**src/rtl/pipeline_pkg.sv**
```systemverilog
`default_nettype none
// ============================================================================
// Module      : pipeline_pkg
// Description : Shared constants and width helpers for the pipeline stages.
// Revision    : 1.0 - initial release
// ============================================================================
package pipeline_pkg;

    localparam int c_DATA_WIDTH = 32;

    function automatic int cnt_w(input int depth);
        return $clog2(depth + 1);
    endfunction

    function automatic int ptr_w(input int depth);
        return $clog2(depth);
    endfunction

endpackage
`default_nettype wire

```
**src/rtl/pipeline_fifo_mem.sv**
```systemverilog
`default_nettype none
// ============================================================================
// Module      : pipeline_fifo_mem
// Description : DEPTH x DATA_WIDTH register array, one synchronous write port
//               and one combinational read port. Contents are not reset.
// Revision    : 1.0 - initial release
// ============================================================================
module pipeline_fifo_mem
    import pipeline_pkg::*;
#(
    parameter int DATA_WIDTH = c_DATA_WIDTH,
    parameter int DEPTH      = 4
) (
    input  logic                      clk,
    input  logic                      i_wr_en,
    input  logic [ptr_w(DEPTH)-1:0]   i_wr_addr,
    input  logic [DATA_WIDTH-1:0]     i_wr_data,
    input  logic [ptr_w(DEPTH)-1:0]   i_rd_addr,
    output logic [DATA_WIDTH-1:0]     o_rd_data
);

    logic [DATA_WIDTH-1:0] r_mem [DEPTH];

    always_ff @(posedge clk) begin
        if (i_wr_en) begin
            r_mem[i_wr_addr] <= i_wr_data;
        end
    end

    assign o_rd_data = r_mem[i_rd_addr];

endmodule
`default_nettype wire

```
**src/rtl/pipeline_fifo.sv**
```systemverilog
`default_nettype none
// ============================================================================
// Module      : pipeline_fifo
// Description : Elastic valid/ready FIFO stage with occupancy count,
//               almost-full flag and synchronous flush.
// Revision    : 1.0 - initial release
// ============================================================================
module pipeline_fifo
    import pipeline_pkg::*;
#(
    parameter int DATA_WIDTH   = c_DATA_WIDTH,
    parameter int DEPTH        = 4,
    parameter int AFULL_THRESH = 3
) (
    input  logic                      clk,
    input  logic                      rst,
    input  logic                      flush,
    input  logic                      in_valid,
    output logic                      in_ready,
    input  logic [DATA_WIDTH-1:0]     in_data,
    output logic                      out_valid,
    input  logic                      out_ready,
    output logic [DATA_WIDTH-1:0]     out_data,
    output logic [cnt_w(DEPTH)-1:0]   count,
    output logic                      almost_full
);

    localparam int c_CW = cnt_w(DEPTH);
    localparam int c_PW = ptr_w(DEPTH);
    localparam logic [c_CW-1:0] c_FULL  = c_CW'(DEPTH);
    localparam logic [c_CW-1:0] c_AFULL = c_CW'(AFULL_THRESH);

    generate
        if ((DEPTH < 2) || ((DEPTH & (DEPTH - 1)) != 0)) begin : g_bad_depth
            $fatal(1, "pipeline_fifo: DEPTH must be a power of two >= 2");
        end
        if ((AFULL_THRESH < 1) || (AFULL_THRESH > DEPTH)) begin : g_bad_afull
            $fatal(1, "pipeline_fifo: AFULL_THRESH must be in 1..DEPTH");
        end
        if (DATA_WIDTH < 1) begin : g_bad_width
            $fatal(1, "pipeline_fifo: DATA_WIDTH must be >= 1");
        end
    endgenerate

    logic [c_CW-1:0]       r_count;
    logic [c_PW-1:0]       r_rd_ptr;
    logic [c_PW-1:0]       r_wr_ptr;
    logic                  w_push;
    logic                  w_pop;
    logic [DATA_WIDTH-1:0] w_rd_data;

    // Flags come only from registered count, so in_ready never sees out_ready.
    assign in_ready    = (r_count != c_FULL);
    assign out_valid   = (r_count != '0);
    assign almost_full = (r_count >= c_AFULL);
    assign count       = r_count;
    assign w_push      = in_valid && in_ready;
    assign w_pop       = out_valid && out_ready;
    assign out_data    = out_valid ? w_rd_data : '0;

    always_ff @(posedge clk or posedge rst) begin
        if (rst) begin
            r_count  <= '0;
            r_rd_ptr <= '0;
            r_wr_ptr <= '0;
        end else if (flush) begin
            r_count  <= '0;
            r_rd_ptr <= '0;
            r_wr_ptr <= '0;
        end else begin
            if (w_push) begin
                r_wr_ptr <= r_wr_ptr + 1'b1;
            end
            if (w_pop) begin
                r_rd_ptr <= r_rd_ptr + 1'b1;
            end
            if (w_push && !w_pop) begin
                r_count <= r_count + 1'b1;
            end else if (w_pop && !w_push) begin
                r_count <= r_count - 1'b1;
            end
        end
    end

    pipeline_fifo_mem #(
        .DATA_WIDTH (DATA_WIDTH),
        .DEPTH      (DEPTH)
    ) u_mem (
        .clk       (clk),
        .i_wr_en   (w_push && !flush),
        .i_wr_addr (r_wr_ptr),
        .i_wr_data (in_data),
        .i_rd_addr (r_rd_ptr),
        .o_rd_data (w_rd_data)
    );

endmodule
`default_nettype wire

```
**config.mk**
```make
export PLATFORM = sky130hd
export DESIGN_NAME = pipeline_fifo
export DESIGN_NICKNAME = d
export VERILOG_FILES = /design/src/rtl/pipeline_pkg.sv /design/src/rtl/pipeline_fifo_mem.sv /design/src/rtl/pipeline_fifo.sv
export SDC_FILE = /design/constraint.sdc
export NUM_CORES = 1
export LEC_CHECK = 0
export BUFFER_PORTS_ARGS = -buffer_cell sky130_fd_sc_hd__buf_2
export CORE_MARGIN = 3
export CORE_UTILIZATION = 52
export CTS_BUF_LIST = sky130_fd_sc_hd__clkbuf_16
export CTS_CLUSTER_SIZE = 28
export DETAILED_ROUTE_END_ITERATION = 10
export PLACE_DENSITY = 0.73
export SLEW_MARGIN = 20
export SYNTH_ARGS = -nofsm -noshare
export SYNTH_HDL_FRONTEND = slang
export SYNTH_HIERARCHICAL = 1
export SYNTH_SLANG_ARGS = --single-unit
```
**constraint.sdc**
```tcl
create_clock -name clk -period 10 [get_ports clk]
set_clock_uncertainty 0.05 [all_clocks]
set_input_delay 0 -clock clk [delete_from_list [all_inputs] [get_ports clk]]
set_output_delay 0 -clock clk [all_outputs]
set_load 0.02 [all_outputs]
```
==> results.json <==
{
  "antenna_found_initial": 0,
  "cts.sinks": 135,
  "crit_fanout": 23,
  "root_buffer": "clkbuf_16",
  "vias": 2794,
  "status": "finished clean",
  "hpwl_microns": 5420,
  "die-area_sq_um": 11700,
  "hold_class": "in -> async",
  "die_w_microns": 108,
  "gp_congestion": 0.794,
  "drive_gt1_share_pct": 37.4,
  "crit_type": "reg -> out",
  "leakagePower_nw": 2.49,
  "rsz0062_at_grt": "no",
  "cp_cell_sequence": "buf_4 > mux4_1 > nor2b_1 > buf_2",
  "yosys.area.top_type_share_pct": 70.9,
  "worstSetupEndpointType": "output port",
  "clkSlewWorstSetupHoldPaths_ps": 50,
  "cts_max_level": 4,
  "detail-route-antenna-nets": 0,
  "cts_setup_buffers": 0,
  "final.min_clock_period_ps": 2490,
  "synth_largest_area_cell": "edfxtp_1",
  "cp.arrival_ps": 2440,
  "initial_core_util_pct": 54.4,
  "hold_viol": 0,
  "syn2layout_area_growth_pct": 27.1,
  "required_ps": 9950,
  "synth-main-ff-cell": "edfxtp_1",
  "ys_seq_area_share_pct": 74.2,
  "relSlewSlack_pct": 43.3,
  "drv_cap": 0,
  "postSynthCellCount": 264,
  "wl_per_cell_microns": 18.0,
  "setup_violations": 0,
  "async_flop_share_pct": 5.19,
  "antennaDiodeCount": 0,
  "clk_latency_ps": 400,
  "ff2ff_setup_slack_ps": 7710,
  "final_common_cell": "edfxtp_1",
  "globalRouteOverflowTotal": 0,
  "num_rows": 36,
  "grt_pass1_vias": 2951,
  "cts_tree": "built",
  "cts_buffers": 17,
  "yosys_warnings": 6,
  "maxSlewViolCount": 0,
  "io_pins": 75,
  "grt_max_degree": 34,
  "crit_path_max_incr_delay_ps": 650,
  "track_usage_pct": 18.0,
  "io_buffers": 74,
  "syn_nets": 302,
  "synth_area_leaders": "edfxtp_1 (71%), mux4_2 (12%), nor2b_1 (3.8%)",
  "cpMaxStageDelayCell": "mux4_1",
  "cp-start-kind": "flop",
  "syn_area_sq_um": 5420,
  "ys_types": 38,
  "period_share_pct": 24.9,
  "route.detailed.drc": 0,
  "cts_resized": 0,
  "drtIter0Drc": 128,
  "synth_edf_count": 128,
  "p_per_area_nw_per_um2": 273,
  "first_pass_iters": 4,
  "setup_ws_ps": 7510,
  "synth.avg_cell_area_sq_um": 20.5,
  "fin_tns_setup_ps": 0,
  "grt_pass1_wl_microns": 15400,
  "drt_wl_total_microns": 9490,
  "ir_worst_vdd_v": 0.000188,
  "coreArea_sq_um": 9950,
  "routed_via_density": 5.31,
  "die_h_microns": 108,
  "worst_pin_slew_ps": 850,
  "synth-seq-cells": 135,
  "place_ws_ps": 7710,
  "mostFrequentLayoutCells": "edfxtp_1 (128), buf_2 (74), dlygate4sd3_1 (37)",
  "whs_ps": 33.2,
  "nets": 419,
  "clockBufferDepth": 2,
  "max_freq_ghz": 0.402
}
-- layout make-up --
type                            instances  area (sq um)
Timing Repair Buffer                  114           763
Tap cell                              133           166
Clock buffer                           17           425
Multi-Input combinational cell        105          1250
Sequential cell                       135          4020
Fill cell                             648          3070
Clock inverter                         14           230
Inverter                                8          30.0
-- what timing repair did --
action	in CTS	in global routing
hold buffers	37	0
endpoints found under the hold margin	141	0
endpoints found under the setup margin	0	0
-- worst paths after layout --
check,startpoint,endpoint,cells past startpoint
max in group asynchronous,rst,r_rd_ptr[1]$_DFFE_PP0P_,3
hold reg to reg,r_wr_ptr[0]$_DFFE_PP0P_,r_wr_ptr[0]$_DFFE_PP0P_,2
min in group clk,in_data[28],u_mem/r_mem[0][28]$_DFFE_PP_,2
hold / removal,rst,r_wr_ptr[1]$_DFFE_PP0P_,3
setup reg to reg,count[2]$_DFFE_PP0P_,count[2]$_DFFE_PP0P_,7
setup / recovery,r_rd_ptr[0]$_DFFE_PP0P_,out_data[31],4
-- sequential cells by signal, summed over array words and instances, names as in the netlist --
signal	flops
count	3
r_wr_ptr	2
u_mem/r_mem	128
r_rd_ptr	2
-- synthesized netlist by cell type (2+ instances only) --
library cell,n
o31ai_1,2
o21ai_0,2
inv_1,7
buf_12,3
dfrtp_1,7
edfxtp_1,128
mux4_1,2
nor2_1,8
buf_2,10
and3_1,2
and3b_1,3
nor2b_1,33
a21o_1,2
mux4_2,30
xor2_1,2
-- where the power goes --
part           leakage [nW]  internal [mW]  switching (mW)
combinational         0.928          0.219           0.280
clock                 0.314          0.464           0.216
sequential             1.25          0.654          0.0439
total                  2.49           1.34           0.540
-- through the flow --
| step | util [%] | instance area [sq um] | cells | power, mW |
|---|---|---|---|---|
| 6_report | 69.2 | 6890 | 526 | 1.88 |
| 5_1_grt | 69.2 | 6890 | 526 | 1.96 |
| 4_1_cts | 69.2 | 6890 | 526 | 1.90 |
| 3_5_place_dp | 58.9 | 5860 | 458 | 1.21 |
| 3_3_place_gp | 58.9 | 5860 | 458 | 1.20 |
| 2_1_floorplan | - | 5420 | 264 | 1.08 |
-- logic make-up (layout without fill, tap and decap cells) --
| family | count (synthesis) | in the layout | synth area share [%] |
|---|---|---|---|
| simple gates | 52 | 52 | 5.94 |
| flops | 135 | 135 | 74.2 |
| compound gates | 15 | 15 | 2.08 |
| fa+ha+maj | 1 | 1 | 0.370 |
| mux | 35 | 35 | 14.1 |
| xor+xnor | 2 | 2 | 0.323 |
| buf+inv | 24 | 153 | 3.00 |
-- metal layers --
metal  part of all wire [%]  track usage (%)  routed length [microns]  vias up
li1                       -                -                        -     1288
met1                     42             23.1                     4020     1408
met2                     51             30.0                     4830       89
met3                    5.8             5.49                      547        9
met4                    1.0             5.41                       98        0
met5                      0                0                        0        -
-- critical path: cells and delay by family, from the launching register on --
kind | cells | cell delay [ps]
buf+inv | 2 | 640
flops | 1 | 600
mux | 1 | 650
simple gates | 1 | 150
Note: power is estimated with default switching activity, not from simulation.
